$ cat src/rtl/parallel_out_mm.sv
// Memory-mapped parallel output port: NUM_CH direct output registers, a buffered
// valid/ready stream channel, register readback and a status/overflow register.
module parallel_out_mm #(
    parameter int unsigned DATA_W     = 8,
    parameter int unsigned ADDR_W     = 8,
    parameter int unsigned NUM_CH     = 4,
    parameter logic [ADDR_W-1:0] BASE_ADDR = 'hF8,
    parameter int unsigned FIFO_DEPTH = 4
) (
    input  logic                     clk,
    input  logic                     rst,
    input  logic [ADDR_W-1:0]        addr_i,
    input  logic [DATA_W-1:0]        wr_data_i,
    input  logic                     we_i,
    input  logic                     re_i,
    output logic [DATA_W-1:0]        rd_data_o,
    output logic                     rd_valid_o,
    output logic [NUM_CH*DATA_W-1:0] ch_out_o,
    output logic [DATA_W-1:0]        strm_data_o,
    output logic                     strm_valid_o,
    input  logic                     strm_ready_i,
    output logic                     overflow_o
);

    localparam int unsigned IdxW = $clog2(FIFO_DEPTH);
    localparam int unsigned PtrW = IdxW + 1;

    logic [ADDR_W-1:0] offset;
    logic              hit_push, hit_stat;

    logic [DATA_W-1:0] ch_q [NUM_CH];
    logic [DATA_W-1:0] ch_d [NUM_CH];
    logic [DATA_W-1:0] mem_q [FIFO_DEPTH];
    logic [PtrW-1:0]   wr_ptr_q, wr_ptr_d, rd_ptr_q, rd_ptr_d, fill;
    logic [DATA_W-1:0] head_q, head_d;
    logic              ovf_q, ovf_d;
    logic [DATA_W-1:0] rd_data_q, rd_data_d;
    logic              rd_valid_q;

    logic              full, empty, pop, push_req, push_ok;
    logic [IdxW-1:0]   wr_idx, rd_idx_d;
    logic [7:0]        status;

    // Addresses below BASE_ADDR wrap to large offsets and fall outside the map.
    assign offset   = addr_i - BASE_ADDR;
    assign hit_push = (offset == ADDR_W'(NUM_CH));
    assign hit_stat = (offset == ADDR_W'(NUM_CH + 1));

    assign full     = ((wr_ptr_q ^ rd_ptr_q) == {1'b1, {IdxW{1'b0}}});
    assign empty    = (wr_ptr_q == rd_ptr_q);
    assign fill     = wr_ptr_q - rd_ptr_q;
    assign status   = {ovf_q, full, empty, 5'(fill)};

    assign pop      = !empty && strm_ready_i;
    assign push_req = we_i && hit_push;
    assign push_ok  = push_req && (!full || pop);
    assign wr_idx   = wr_ptr_q[IdxW-1:0];
    assign rd_idx_d = rd_ptr_d[IdxW-1:0];

    always_comb begin
        wr_ptr_d  = wr_ptr_q + PtrW'(push_ok);
        rd_ptr_d  = rd_ptr_q + PtrW'(pop);
        ovf_d     = ovf_q;
        head_d    = head_q;
        ch_d      = ch_q;
        rd_data_d = rd_data_q;

        if (we_i && hit_stat) ovf_d = 1'b0;
        if (push_req && !push_ok) ovf_d = 1'b1;

        // Head register holds its last value once the FIFO drains.
        if (wr_ptr_d != rd_ptr_d) begin
            if (push_ok && (wr_idx == rd_idx_d)) head_d = wr_data_i;
            else                                 head_d = mem_q[rd_idx_d];
        end

        for (int unsigned i = 0; i < NUM_CH; i++) begin
            if (we_i && (offset == ADDR_W'(i))) ch_d[i] = wr_data_i;
        end

        if (re_i) begin
            rd_data_d = '0;
            for (int unsigned i = 0; i < NUM_CH; i++) begin
                if (offset == ADDR_W'(i)) rd_data_d = ch_q[i];
            end
            if (hit_stat) rd_data_d = DATA_W'(status);
        end
    end

    always_ff @(posedge clk or negedge rst) begin
        if (!rst) begin
            for (int unsigned i = 0; i < NUM_CH; i++) ch_q[i] <= '0;
            wr_ptr_q   <= '0;
            rd_ptr_q   <= '0;
            head_q     <= '0;
            ovf_q      <= 1'b0;
            rd_data_q  <= '0;
            rd_valid_q <= 1'b0;
        end else begin
            ch_q       <= ch_d;
            wr_ptr_q   <= wr_ptr_d;
            rd_ptr_q   <= rd_ptr_d;
            head_q     <= head_d;
            ovf_q      <= ovf_d;
            rd_data_q  <= rd_data_d;
            rd_valid_q <= re_i;
        end
    end

    always_ff @(posedge clk) begin
        if (push_ok) mem_q[wr_idx] <= wr_data_i;
    end

    for (genvar g = 0; g < NUM_CH; g++) begin : g_ch_out
        assign ch_out_o[g*DATA_W +: DATA_W] = ch_q[g];
    end

    assign rd_data_o    = rd_data_q;
    assign rd_valid_o   = rd_valid_q;
    assign strm_data_o  = head_q;
    assign strm_valid_o = !empty;
    assign overflow_o   = ovf_q;

endmodule

$ cat config.mk
export PLATFORM = sky130hd
export DESIGN_NAME = parallel_out_mm
export DESIGN_NICKNAME = d
export VERILOG_FILES = /design/src/rtl/parallel_out_mm.sv
export SDC_FILE = /design/constraint.sdc
export NUM_CORES = 1
export LEC_CHECK = 0
export CAP_MARGIN = 40
export CORE_ASPECT_RATIO = 0.5
export CORE_MARGIN = 2
export CORE_UTILIZATION = 56
export CTS_CLUSTER_SIZE = 28
export DETAILED_ROUTE_END_ITERATION = 16
export GPL_ROUTABILITY_DRIVEN = 1
export HOLD_SLACK_MARGIN = 0.03
export PLACE_DENSITY = 0.85
export SLEW_MARGIN = 20
export SYNTH_ARGS = -nofsm -noshare
export SYNTH_HDL_FRONTEND = slang
export SYNTH_SLANG_ARGS = --single-unit
$ cat constraint.sdc
create_clock -name clk -period 5.31 [get_ports clk]
set_clock_uncertainty 0.05 [all_clocks]
set_input_delay 1.062 -clock clk [delete_from_list [all_inputs] [get_ports clk]]
set_output_delay 1.062 -clock clk [all_outputs]
set_load 0.01 [all_outputs]
==> impl_metrics.yaml <==
floorplan:
  core_area_um2: 6700
  die_h_um: 62.9
  start_util_pct: 57.9
  dieArea_um2: 7660
  rows: 21
  ios: 72
  die_w_um: 122
routing:
  postRouteAntennaNets: 0
  drcViolationCount: 0
  drt_wl_total_mm: 8.57
  vias_per_cell: 5.71
  firstDrtPassIters: 4
  wl_per_cell_um: 19.7
  vias: 2489
  drt_iter0_markers: 247
sta:
  max_slew_margin_pct: 52.6
  min_period_over_period_pct: 79.9
  final.setup.tns_ps: 0
  whs_ps: 470
  final-hold-violation-count: 0
  rsz0062_at_grt: "no"
  tightest_slew_ps: 712
  finalSetupViolations: 0
  fmax_ghz: 0.236
  post-route-min-period_ps: 4240
  report.final.slew_viol_count: 0
grt:
  grt_use_total_pct: 24.8
  first_global_vias: 2649
  grt_overflow_total: 0
  grt_max_degree: 57
  grt_antenna_before_repair: 0
  grt_pass1_wl_mm: 14.0
setup_path:
  startpoint_type: "input pin"
  cp_max_fo: 16
  critPathKind: "input pin to flip-flop"
  cp.arrival_ps: 4380
  critPathRequiredTime_ps: 5450
  cp-end-kind: "flip-flop"
synth:
  syn_area_um2: 3880
  synth_flop_cell: "dfrtp_1"
  synth_cells: 258
  ys_types: 39
  ys_ff_latch: 88
  avgSynthCellArea_um2: 15.0
  async_flop_share_pct: 63.6
  ys_warn_count: 0
  synth_edf_count: 32
  synth_nets: 287
  yosysSeqAreaShare_pct: 60.8
placement:
  routabilityCongestion: 0.839
  hpwl_mm: 6.00
  port_buffers: 71
final_layout:
  syn2layout_area_growth_pct: 29.4
  drive_gt1_share_pct: 21.8
  nets: 368
  n_antenna_cell: 0
clock_network:
  cts_made_buffers: 9
  cts_tree: "yes"
  cts_htree_levels: 3
  clock-sinks: 88
  cts_resized: 0
  clk_pin_slew_ps: 60
  clock_path_buffers: 2
  cts_hold_buf: 0
  cts_setup_buffers: 0
  root_buffer: "clkbuf_16"
  clk_latency_ps: 340
min_path:
  hp-class: "flip-flop to flip-flop"
pwr:
  ir_drop_uv: 288
  p_leak_nw: 2.07
  p_per_area_nw_per_um2: 408
  total_power_mw: 2.05
run_status:
  status: "completed"
run:
  max_cap_violations: 0
==> synth_stat cells (2+ instances only) <==
cell type,instances,area (µm²)
mux4_2,16,360
inv_1,10,37.5
xnor2_1,4,35.0
o21ai_0,4,20.0
nor2b_1,3,18.8
clkbuf_1,6,22.5
mux2_2,31,349
nor2_1,11,41.3
o221ai_1,3,26.3
buf_2,2,10.0
edfxtp_1,32,961
ha_1,7,87.6
nor3_1,5,25.0
dfrtp_1,56,1400
nand2b_1,2,12.5
a31oi_1,10,62.6
nand2_1,13,48.8
a41oi_1,2,17.5
nand3_1,17,85.1
xor2_1,5,43.8
==> metrics by stage <==
| step | utilization (%) | area [µm²] | instances | setup WS (ps) |
|---|---|---|---|---|
| 6_report | 75.0 | 5020 | 436 | 1070 |
| 4_1_cts | 75.0 | 5020 | 436 | 1120 |
| 3_3_place_gp | 70.4 | 4720 | 420 | 1120 |
| 2_1_floorplan | - | 3880 | 258 | 1770 |
| 5_1_grt | 75.0 | 5020 | 436 | 773 |
| 3_5_place_dp | 70.4 | 4720 | 420 | 770 |
==> flip-flops by register name, summed over array words and instances, names as in the netlist <==
register     count
rd_valid_o       1
ch_out_o        32
wr_ptr_q         3
strm_data_o      8
overflow_o       1
rd_data_o        8
mem_q           32
rd_ptr_q         3
==> report_power, final <==
part / internal [mW] / total (mW) / switching [mW]
Clock: 0.408 / 0.652 / 0.244
Sequential: 0.770 / 0.812 / 0.0424
Combinational: 0.294 / 0.585 / 0.291
Total: 1.47 / 2.05 / 0.577
==> cell type report <==
type | instances | area (µm²)
Clock buffer | 11 | 233
Sequential cell | 88 | 2360
Clock inverter | 5 | 72.6
Inverter | 11 | 41.3
Fill cell | 423 | 1680
Timing Repair Buffer | 79 | 766
Multi-Input combinational cell | 150 | 1440
Tap cell | 92 | 115
==> cell usage in the layout (no fill, tap or decap), drive strengths merged, types with 10 or more instances in the layout <==
cell type / n
a31oi: 10
clkbuf: 11
clkdlybuf4s50: 70
dfrtp: 56
edfxtp: 32
inv: 10
mux2: 32
mux4: 16
nand2: 14
nand3: 18
nor2: 11
==> kinds of logic (layout without fill, tap and decap cells) <==
kind of cell             count (synthesis)  after routing  share of synthesized area [%]
AO/OA/AOI/OAI                           24             24                           4.87
flip-flops                              88             88                           60.8
adder cells (fa/ha/maj)                  8              8                           2.77
multiplexers                            48             48                           18.6
XOR/XNOR                                 9              9                           2.03
AND/OR/NAND/NOR                         61             61                           8.73
buffers and inverters                   20            106                           2.19
==> routing by layer <==
| layer | vias up | part of all wire (%) | GRT usage (%) |
|---|---|---|---|
| met1 | 1273 | 43 | 33.7 |
| met4 | 0 | 0.97 | 7.04 |
| met5 | - | 0 | 0 |
| met2 | 68 | 51 | 40.6 |
| met3 | 8 | 4.9 | 5.66 |
| li1 | 1140 | - | - |
==> path summary, 6_finish.rpt <==
path / start / cells past startpoint / slack, ps / endpoint
hold reg to reg: ch_out_o[10] / 1 / 470 / ch_out_o[10]
setup / recovery: addr_i[3] / 13 / 1070 / strm_data_o[7]
setup reg to reg: wr_ptr_q[0] / 14 / 1590 / strm_data_o[7]
min in group asynchronous: rst / 2 / 810 / ch_out_o[21]
hold / removal: ch_out_o[10] / 1 / 470 / ch_out_o[10]
max in group asynchronous: rst / 2 / 3930 / rd_ptr_q[2]
==> critical path: stages <==
cell and delay [ps]:
clkdlybuf4s50_1 480, and4_1 180, o211ai_1 360, nand2_1 190
nand2_1 230, clkinv_1 280, ha_1 270, ha_1 190
xor2_1 240, xnor2_1 150, nand3_1 410, nor2_1 280
a31oi_1 70
Power figures use the tool's default switching activity.
